### src/rtl/seq_signed_divider.sv
// Multi-cycle signed divider: restoring division on operand magnitudes, one quotient
// bit per cycle, truncate-toward-zero quotient and dividend-signed remainder.
module seq_signed_divider #(
  parameter int N = 16,
  parameter int M = 8
) (
  input  logic         clk,
  input  logic         rst_n,
  input  logic         in_valid,
  output logic         in_ready,
  input  logic [N-1:0] dividend,
  input  logic [M-1:0] divisor,
  output logic         out_valid,
  input  logic         out_ready,
  output logic [N-1:0] quotient,
  output logic [M-1:0] remainder,
  output logic         div_by_zero,
  output logic         overflow
);

  localparam int CW = $clog2(N + 1);

  typedef enum logic [1:0] {IDLE, CALC, FIX, DONE} state_e;

  state_e          state_q;
  logic            in_ready_q;
  logic            out_valid_q;
  logic [N-1:0]    quotient_q;
  logic [M-1:0]    remainder_q;
  logic            dbz_q;
  logic            ovf_q;
  logic [N-1:0]    a_q;
  logic [M-1:0]    b_q;
  logic [M-1:0]    rem_q;
  logic [N-1:0]    q_mag_q;
  logic [CW-1:0]   cnt_q;
  logic            sign_q_q;
  logic            sign_r_q;
  logic            ovf_pend_q;

  logic [N-1:0]    a_abs_d;
  logic [M-1:0]    b_abs_d;
  logic [M:0]      rem_shift_d;
  logic            fits_d;
  logic [M-1:0]    rem_next_d;

  // -2^(N-1) negates to itself, which is exactly its unsigned magnitude
  assign a_abs_d     = dividend[N-1] ? -dividend : dividend;
  assign b_abs_d     = divisor[M-1]  ? -divisor  : divisor;
  assign rem_shift_d = {rem_q, a_q[N-1]};
  assign fits_d      = (rem_shift_d >= {1'b0, b_q});
  assign rem_next_d  = fits_d ? M'(rem_shift_d - {1'b0, b_q}) : rem_shift_d[M-1:0];

  // Control FSM and all datapath / output registers
  always_ff @(posedge clk or negedge rst_n) begin
    if (!rst_n) begin
      state_q     <= IDLE;
      in_ready_q  <= 1'b0;
      out_valid_q <= 1'b0;
      quotient_q  <= '0;
      remainder_q <= '0;
      dbz_q       <= 1'b0;
      ovf_q       <= 1'b0;
      a_q         <= '0;
      b_q         <= '0;
      rem_q       <= '0;
      q_mag_q     <= '0;
      cnt_q       <= '0;
      sign_q_q    <= 1'b0;
      sign_r_q    <= 1'b0;
      ovf_pend_q  <= 1'b0;
    end else begin
      case (state_q)
        IDLE: begin
          if (in_ready_q && in_valid) begin
            a_q        <= a_abs_d;
            b_q        <= b_abs_d;
            sign_q_q   <= dividend[N-1] ^ divisor[M-1];
            sign_r_q   <= dividend[N-1];
            rem_q      <= '0;
            q_mag_q    <= '0;
            cnt_q      <= CW'(N);
            ovf_pend_q <= (dividend == {1'b1, {(N-1){1'b0}}}) && (divisor == {M{1'b1}});
            in_ready_q <= 1'b0;
            if (divisor == {M{1'b0}}) begin
              state_q     <= DONE;
              out_valid_q <= 1'b1;
              quotient_q  <= {N{1'b1}};
              remainder_q <= dividend[M-1:0];
              dbz_q       <= 1'b1;
              ovf_q       <= 1'b0;
            end else begin
              state_q <= CALC;
            end
          end else begin
            in_ready_q <= 1'b1;
          end
        end
        CALC: begin
          rem_q   <= rem_next_d;
          q_mag_q <= {q_mag_q[N-2:0], fits_d};
          a_q     <= {a_q[N-2:0], 1'b0};
          cnt_q   <= cnt_q - CW'(1);
          if (cnt_q == CW'(1)) begin
            state_q <= FIX;
          end else begin
            state_q <= CALC;
          end
        end
        FIX: begin
          quotient_q  <= sign_q_q ? -q_mag_q : q_mag_q;
          remainder_q <= sign_r_q ? -rem_q : rem_q;
          ovf_q       <= ovf_pend_q;
          dbz_q       <= 1'b0;
          out_valid_q <= 1'b1;
          state_q     <= DONE;
        end
        DONE: begin
          if (out_ready) begin
            state_q     <= IDLE;
            out_valid_q <= 1'b0;
            dbz_q       <= 1'b0;
            ovf_q       <= 1'b0;
            in_ready_q  <= 1'b1;
          end else begin
            state_q <= DONE;
          end
        end
        default: begin
          state_q     <= IDLE;
          in_ready_q  <= 1'b0;
          out_valid_q <= 1'b0;
        end
      endcase
    end
  end

  assign in_ready    = in_ready_q;
  assign out_valid   = out_valid_q;
  assign quotient    = quotient_q;
  assign remainder   = remainder_q;
  assign div_by_zero = dbz_q;
  assign overflow    = ovf_q;

endmodule

### config.mk
export PLATFORM = sky130hd
export DESIGN_NAME = seq_signed_divider
export DESIGN_NICKNAME = d
export VERILOG_FILES = /design/src/rtl/seq_signed_divider.sv
export SDC_FILE = /design/constraint.sdc
export NUM_CORES = 1
export LEC_CHECK = 0
export CELL_PAD_IN_SITES_DETAIL_PLACEMENT = 1
export CELL_PAD_IN_SITES_GLOBAL_PLACEMENT = 1
export CORE_MARGIN = 4
export CORE_UTILIZATION = 47
export DETAILED_ROUTE_END_ITERATION = 16
export PLACE_DENSITY_LB_ADDON = 0.15
export SETUP_SLACK_MARGIN = 0.3
export SYNTH_ARGS = -nofsm -noshare
export SYNTH_HDL_FRONTEND = slang
export SYNTH_SLANG_ARGS = --single-unit
### constraint.sdc
create_clock -name clk -period 3.8 [get_ports clk]
set_input_delay 1.14 -clock clk [delete_from_list [all_inputs] [get_ports clk]]
set_output_delay 1.14 -clock clk [all_outputs]
set_load 0.02 [all_outputs]
---- Yosys cells after proc, flatten, opt, wreduce, memory -nomap -nowiden ----
Cells that the tools add are included.
cells by class
  add/subtract/negate cells ............... 6
  $lt $le $gt $ge ......................... 1
  equal/unequal tests ..................... 9
  multiplexer cells ....................... 35
  bitwise operators ....................... 1
  reduce and logical (&&, ||, !) cells .... 13
operators by type and width
  kind                    number
  $mux W16                6
  $pmux W16 S2            3
  $mux W8                 6
  $neg A16 Y16            2
  $pmux W8 S2             2
  $eq A16 B16 Y1 const B  1
  $neg A8 Y8              2
  $pmux W5 S2             1
  $ge A9 B8 Y1            1
  $pmux W1 S3             3
  $eq A8 B8 Y1 const B    1
  $logic_not A8 Y1        1
  $mux W2                 4
  $pmux W2 S4             1
  $sub A8 B8 Y8           1
  $mux W1                 7
  $ne A2 B2 Y1 const B    3
  $reduce_and A2 Y1       3
  $reduce_bool A2 Y1      3
  $eq A5 B1 Y1 const B    1
  $mux W5                 1
  $sub A5 B1 Y5 const B   1
  $eq A2 B2 Y1 const B    2
  $reduce_and A4 Y1       1
  7 further kinds         8
storage, ports and cells
  register bits ........................... 86
  bits of input ports ..................... 28
  output and inout bits ................... 28
  word-level logic and storage cells ...... 80

---- Longest topological paths before layout ----
  word-level depth ........................ 4
  gate-level depth with buffers ........... 9
  gate-level depth less buffers ........... 9

---- Worst setup path after synthesis ----
No wires, ideal clock.
  path kind ............................... input to register
  from .................................... in dividend[10]
  to ...................................... reg ovf_pend_q
  setup time .............................. 76 ps
  arrival time ............................ 3,085 ps
  data required time ...................... 3,724 ps
  slack ................................... 638 ps
  stages on the path ...................... 5
  buffers on the path ..................... 0
  cells stage by stage .................... or4_4 or4_1 or3b_1 or4_1 o21ai_1
on the way
  longest elaborated chain between the ends .. 2
RTL lines
  element               line  text
  from (decl)           11    input logic [N-1:0] dividend,
  $eq A16 B16 Y1        83    ovf_pend_q <= (dividend == {1'b1, {(N-1){1'b0}}}) && (divisor == {M{1'b1}});
  $logic_and A1 B1 Y1   83
  to (signal assigned)  83
  to (decl)             39    logic ovf_pend_q;
No other way between the ends.
A chain may end at the register's enable or synchronous reset.

---- Worst setup path in the final report ----
Ends and elaborated chain as after synthesis.

==> reports/results.env <==
STATUS='complete, no violations'
PATH_CLK_SLEW_NS=0.09
POST_SYNTH_XOR_AREA_FRACTION=0.0765
SYNTH_SIMPLE_GATE_AREA_SHARE=0.150
FIN_SETUP_TNS_NS=0
PLACE.GP.CONGESTION=0.847
POST_ROUTE_CELLS_DRIVE_ABOVE_1_SHARE=0.0603
N_FILL_CELL=1119
LAYOUT_SETUP_WS_NS=0.461
POWER.INTERNAL_mW=2.76
TIMING.MAX_CAP.VIOLATIONS=0
FMAX_MHz=300
ROWS=36
P_SWITCHING_mW=2.19
YOSYS.AREA_SHARE.ADDER=0.0432
YOSYS_MOST_USED_DFF='sky130_fd_sc_hd__dfrtp_1'
POST_SYNTHESIS_CELL_COUNT=517
SYNTH_TOP_FAMILY_BY_AREA='compound AO/OA/AOI/OAI gates'
CP_DATA_ARRIVAL_TIME_NS=3.64
SYNTH-EDFF-COUNT=0
REG_POWER_FRAC=0.350
YOSYS_WARNINGS=0
MAX-VDD-IR-DROP_mV=0.293
SHARE_CLK_OF_TOTAL_POWER=0.138
DRC_ERRORS=0
SETUP_REPAIR_AFTER_GLOBAL_ROUTING_MISSED_ITS_MARGIN='no'
SYNTH_FP_NETS=561
DR.FIRST_ITER.DRC_COUNT=245
FINALSETUPVIOLATIONS=0
WORST_SLEW_PIN_SLEW_NS=1.11
GRT_OVERFLOW_TOTAL=0
POWER_PER_UNIT_OF_STANDARD_CELL_AREA_nW_PER_UM2=871
NUMBER_OF_NETS_IN_THE_LAYOUT=603
INITIAL_ANTENNA_VIOLATION_COUNT=0
CLK_TREE_ROOT_CELL='sky130_fd_sc_hd__clkbuf_8'
POST_CTS.REPAIR.SETUP_BUFFERS=0
TIMING_MAX_TRANSITION_VIOLATIONS_FINAL=0
FIN_WORST_SKEW_NS=0.00867
DRT_FIRST_PASS_ITERS=4
VIA_COUNT_OF_THE_FIRST_GLOBAL_ROUTING_PASS=4236
HP-CLASS='flip-flop to flip-flop'
POST_CTS_RESIZE_COUNT=0
PLACE_HPWL_MM=9.00
CTS-BUFFERS-INSERTED=9
GRT_FIRST_PASS_WIRELENGTH_MM=21.6
GRT_USAGE=0.233
CRITICAL_PATH.MAX_FANOUT=4
NUM_ANTENNA_CELLS=0
WORSTPATHREQUIRED_NS=4.10
LAYOUT.CELL_AREA.NON_FILLER_UM2=5680
HOLD_VIOLATIONS=0
MIN_PERIOD_OVER_PERIOD=0.879
ROUTED_VIA_DENSITY=5.91
GLOBAL_ROUTE.USAGE.MET3=0.0367
YOSYS.CELL_TYPES.COUNT=50
PLACEABLECOREAREA_UM2=9860
SYNTH.AVG_CELL_AREA_UM2=9.30
MOSTFREQUENTLAYOUTCELL='sky130_fd_sc_hd__dfrtp_1'
COMBPWRFRAC=0.512
USE_MET2=0.388
YS_SEQ_AREA_FRAC=0.448
TIMING.MAX_SLEW.REL_SLACK=0.258
DETAILEDPLACE.WORSTSLACK_NS=0.0668
NETSWITCHINGFRACTION=0.442
DIE_W_UM=109
BUSIEST_LAYER='met2'
SYNTH_MUX_AREA_FRAC=0.0292
PLACE_AREA_UM2=5480
WIRE_PER_INST_UM=18.4
HOLD_BUFFERS=0
CLKLATENCYLATEPIN_NS=0.36
SYNTH_COMPOUND_GATE_AREA_SHARE=0.209
LAYOUT-AREA-OVERHEAD-VS-SYNTH_PCT=18.3
LAYOUT_COMMON_CELLS='86 x sky130_fd_sc_hd__dfrtp_1, 81 x sky130_fd_sc_hd__nand2_1, 63 x sky130_fd_sc_hd__o21ai_0, 54 x sky130_fd_sc_hd__clkdlybuf4s50_1, 32 x sky130_fd_sc_hd__xor2_1'
LKG_PWR_nW=2.48
FLOORPLAN_DIE_AREA_UM2=11900
SETUP.WORST_PATH.CLASS='primary input to flip-flop'
CLOCK-SINKS=86
DIE_HEIGHT_UM=109
GRT_START_MAX_NET_PINS=87
FINAL_ANTENNA_NET_COUNT=0
MAPPEDNETLISTAREA_UM2=4810
ROUTED-VIA-COUNT=4117
WORSTSETUPENDPOINTTYPE='flip-flop'
CLOCK_TREE.BUFFER_DEPTH=2
INITIAL_UTILIZATION=0.487
CTS.HTREE.LEVELS=3
YS_ASYNC_SR_FRACTION=1.00
CRITPATHLAUNCHTYPE='primary input'
DRT_WL_TOTAL_MM=12.8
LAYOUT_MIN_CYCLE_TIME_NS=3.34
PIN_COUNT=56
CLOCK_TREE_FROM_TRITONCTS='built'
GROUTE.LAYER.MET1.USAGE=0.302
YS_FF_LATCH=86
PORTBUFFERS=55
[stage by stage]
stage	util	hold slack (ns)	std cells	total power [mW]
final	0.576	0.489	697	4.95
after global routing	0.576	0.524	697	5.37
after floorplan	-	0.448	517	3.40
after detailed placement	0.555	0.474	681	4.26
after global placement	0.555	0.464	681	4.11
after CTS	0.576	0.494	697	4.99
[sequential cells by signal, summed over array words and instances, names as in the netlist]
register,count
a_q,16
q_mag_q,16
quotient,16
b_q,8
rem_q,8
remainder,8
cnt_q,5
state_q,2
div_by_zero,1
in_ready,1
out_valid,1
overflow,1
ovf_pend_q,1
sign_q_q,1
sign_r_q,1
[final cells by class]
type	count	area, um2	area share
flip-flops and latches	86	2150	0.379
multi-input cells	374	2450	0.431
well taps	133	166	0.0293
clock inverters	5	56.3	0.00991
repair buffers	65	623	0.110
inverters	23	86.3	0.0152
clock buffers	11	151	0.0266
[routing by layer]
| layer | vias up | routed length (um) | part of all wire |
|---|---|---|---|
| met2 | 91 | 6410 | 0.50 |
| met1 | 2073 | 5570 | 0.43 |
| met4 | 0 | 285 | 0.022 |
| met3 | 23 | 567 | 0.044 |
| met5 | - | 0 | 0 |
| li1 | 1930 | - | - |
[power by group through the flow]
stage                     clock, mW  sequential, mW  combinational (mW)
final                         0.684            1.73                2.53
after global routing          0.740            1.79                2.84
after global placement            0            1.72                2.40
after detailed placement          0            1.74                2.52
after floorplan                   0            1.74                1.66
after CTS                     0.699            1.73                2.56
[cell families after synthesis]
family | Yosys count
xor gates and xnor gates | 42
DFF | 86
adders and majority gates | 16
muxes | 14
and+or+nand+nor | 150
AOI/OAI and AO/OA | 152
buffers and inverters | 57
[worst paths after layout]
check / depth (start not counted) / slack [ns] / from / to
max: 6 / 0.46 / dividend[10] / ovf_pend_q
min reg2reg: 2 / 0.49 / b_q[4] / b_q[4]
min: 2 / 0.49 / b_q[4] / b_q[4]
max reg2reg: 6 / 1.04 / rem_q[0] / rem_q[1]
max in group asynchronous: 1 / 2.11 / rst_n / rem_q[0]
min in group asynchronous: 1 / 0.97 / rst_n / quotient[5]
[cell usage after synthesis, types with 6 or more instances]
library cell | n | share of area
sky130_fd_sc_hd__dfrtp_1 | 86 | 0.45
sky130_fd_sc_hd__nand2_1 | 81 | 0.063
sky130_fd_sc_hd__o21ai_0 | 63 | 0.066
sky130_fd_sc_hd__clkbuf_1 | 32 | 0.025
sky130_fd_sc_hd__xor2_1 | 32 | 0.058
sky130_fd_sc_hd__inv_1 | 23 | 0.018
sky130_fd_sc_hd__a2bb2oi_1 | 15 | 0.027
sky130_fd_sc_hd__ha_1 | 15 | 0.039
sky130_fd_sc_hd__mux2i_1 | 14 | 0.029
sky130_fd_sc_hd__o31ai_1 | 14 | 0.022
sky130_fd_sc_hd__a22oi_1 | 13 | 0.020
sky130_fd_sc_hd__nand3_1 | 11 | 0.011
sky130_fd_sc_hd__xnor2_1 | 10 | 0.018
sky130_fd_sc_hd__nor2_1 | 8 | 0.0062
sky130_fd_sc_hd__o211ai_1 | 8 | 0.012
sky130_fd_sc_hd__a21oi_1 | 7 | 0.0073
sky130_fd_sc_hd__nor3_1 | 7 | 0.0073
sky130_fd_sc_hd__or4_1 | 7 | 0.011
sky130_fd_sc_hd__nor2b_1 | 6 | 0.0078
sky130_fd_sc_hd__o41ai_1 | 6 | 0.011
[critical path, cell delays in order]
cell                              delay (ns)
sky130_fd_sc_hd__clkdlybuf4s50_1        0.44
sky130_fd_sc_hd__or4_4                  0.56
sky130_fd_sc_hd__or4_1                  0.43
sky130_fd_sc_hd__or3b_1                 0.41
sky130_fd_sc_hd__or4_1                  0.54
sky130_fd_sc_hd__o21ai_1                0.13
No activity file was read; power rests on OpenSTA's default activity.
==> RTL edit (config.mk and constraints unchanged) <==
Change the parameter `M` from 8 to 4.
--- a/src/rtl/seq_signed_divider.sv
+++ b/src/rtl/seq_signed_divider.sv
@@ -2,7 +2,7 @@
 // bit per cycle, truncate-toward-zero quotient and dividend-signed remainder.
 module seq_signed_divider #(
   parameter int N = 16,
-  parameter int M = 8
+  parameter int M = 4
 ) (
   input  logic         clk,
   input  logic         rst_n,
Interface: changed (resized divisor and remainder); port bits go from 56 to 48. No check against the original RTL was run, so the function may have changed too.
==> RTL edit against the original RTL <==
Cell area down 17%. Total power down 21%. First-iteration DRC count down 66%. Synthesized cell count down 16%. Die area down 16%. Wire length down 24%. Synthesized area down 18%. Worst setup slack better by 0.41 ns. Sequential cell count down 12. Critical path type unchanged. Largest cell class unchanged. Largest power group unchanged.
==> RTL edit: results (changes against the original RTL) <==
| Metric | Value |
|---|---|
| Cells on worst reg2reg path | `4 (-2)` |
| Vias post-DR | `3,307 (-20%)` |
| Top post-synthesis cells by count | `74 x dfrtp_1, 57 x nand2_1, 40 x o21ai_0` |
| Comb power frac | `45.8% (-5.4 points)` |
| Mux share of post-synthesis cell area | `3.29% (+0.37 points)` |
| GRT Total Usage | `21.2% (-2.0 points)` |
| RD Place Congestion | `0.868 (+2.5%)` |
| Clk_lat worst skew | `0.36 ns (about the same)` |
| Filler instances | `989 (-12%)` |
| Maximum VDD drop | `0.000263 V (-10%)` |
| Pre-CTS setup slack | `0.508 ns (+0.441 ns)` |
| Layout cells sized above 1 | `6.46% (+0.43 points)` |
| DP Cell Count | `569 (-16%)` |
| Largest net degree at the start of global routing | `45 (-48%)` |
| Share of the yosys chip area belonging to registers | `46.8% (+2.0 points)` |
| Number of global-route vias before repair | `3,441 (-19%)` |
| Met3 Usage GRT | `2.88% (-0.80 points)` |
| Post-layout nets | `511 (-15%)` |
| Critical Path AT | `3.16 ns (-0.48 ns)` |
| Dpl hpwl | `6880 um (-24%)` |
| Post-Route WL | `9750 um (-24%)` |
| Port bufs | `47 (-15%)` |
| CP Max Fanout | `6 (+2)` |
| Met2 WL post-DR | `5030 um (-22%)` |
| Slew headroom | `29.0% (+3.1 points)` |
| Met1 Use GR | `25.7% (-4.6 points)` |
| Static leakage | `2.05 nW (-18%)` |
| First-pass GRT wire length | `16,900 um (-22%)` |
| Clock Skews | `0.0103 ns (+0.00162 ns)` |
| Status | `finished, final reports clean` |
| Pwr Total | `3.89 mW (-21%)` |
| 1st-iter DRT viols | `83 (-66%)` |
| Clock transition at the registers of the reported paths | `0.08 ns` |
| Post-synth cell types | `45 (-10%)` |
| Routed wl met3 | `349 um (-38%)` |
| Post-Synth Adder-Cell Area | `3.98% (-0.34 points)` |
| Cell Area, Placed | `4530 um^2 (-17%)` |
| Post-Syn Nets | `468 (-17%)` |
| Top area cells in the synthesized netlist | `dfrtp_1 47%, nand2_1 5.4%, o21ai_0 5.1%, a21oi_1 3.8%, xor2_1 3.5%` |
| Finished Core Util | `57.7% (about the same)` |
| Compound-Gate Fraction of Synth Area | `16.3% (-4.7 points)` |
| Crit-path slowest cell | `or4_1` |
-- RTL edit: cell types whose count changed after synthesis, sizes merged, moves of 13 or more --
cell	delta
nand2	-24
a2bb2oi	-15
clkbuf	-13
o21ai	-23
a21oi	+23
nand3	+13
nor2	+28
xor2	-16
-- RTL edit: layout make-up --
class	count	share of cell area (%)
Timing Repair Buffer	55	11.4
Sequential cell	74	39.1
Tap cell	105	2.77
Clock buffer	10	2.91
Multi-Input combinational cell	319	41.2
Clock inverter	6	1.37
Inverter	16	1.27
-- RTL edit: worst paths after layout --
| path | from | to | slack, ns |
|---|---|---|---|
| max | dividend[1] | a_q[10] | 0.87 |
| min | remainder[0] | remainder[0] | 0.49 |
| max reg2reg | state_q[1] | cnt_q[4] | 1.49 |
| min reg2reg | remainder[0] | remainder[0] | 0.49 |
| max in group asynchronous | rst_n | remainder[3] | 2.26 |
| min in group asynchronous | rst_n | quotient[4] | 0.83 |
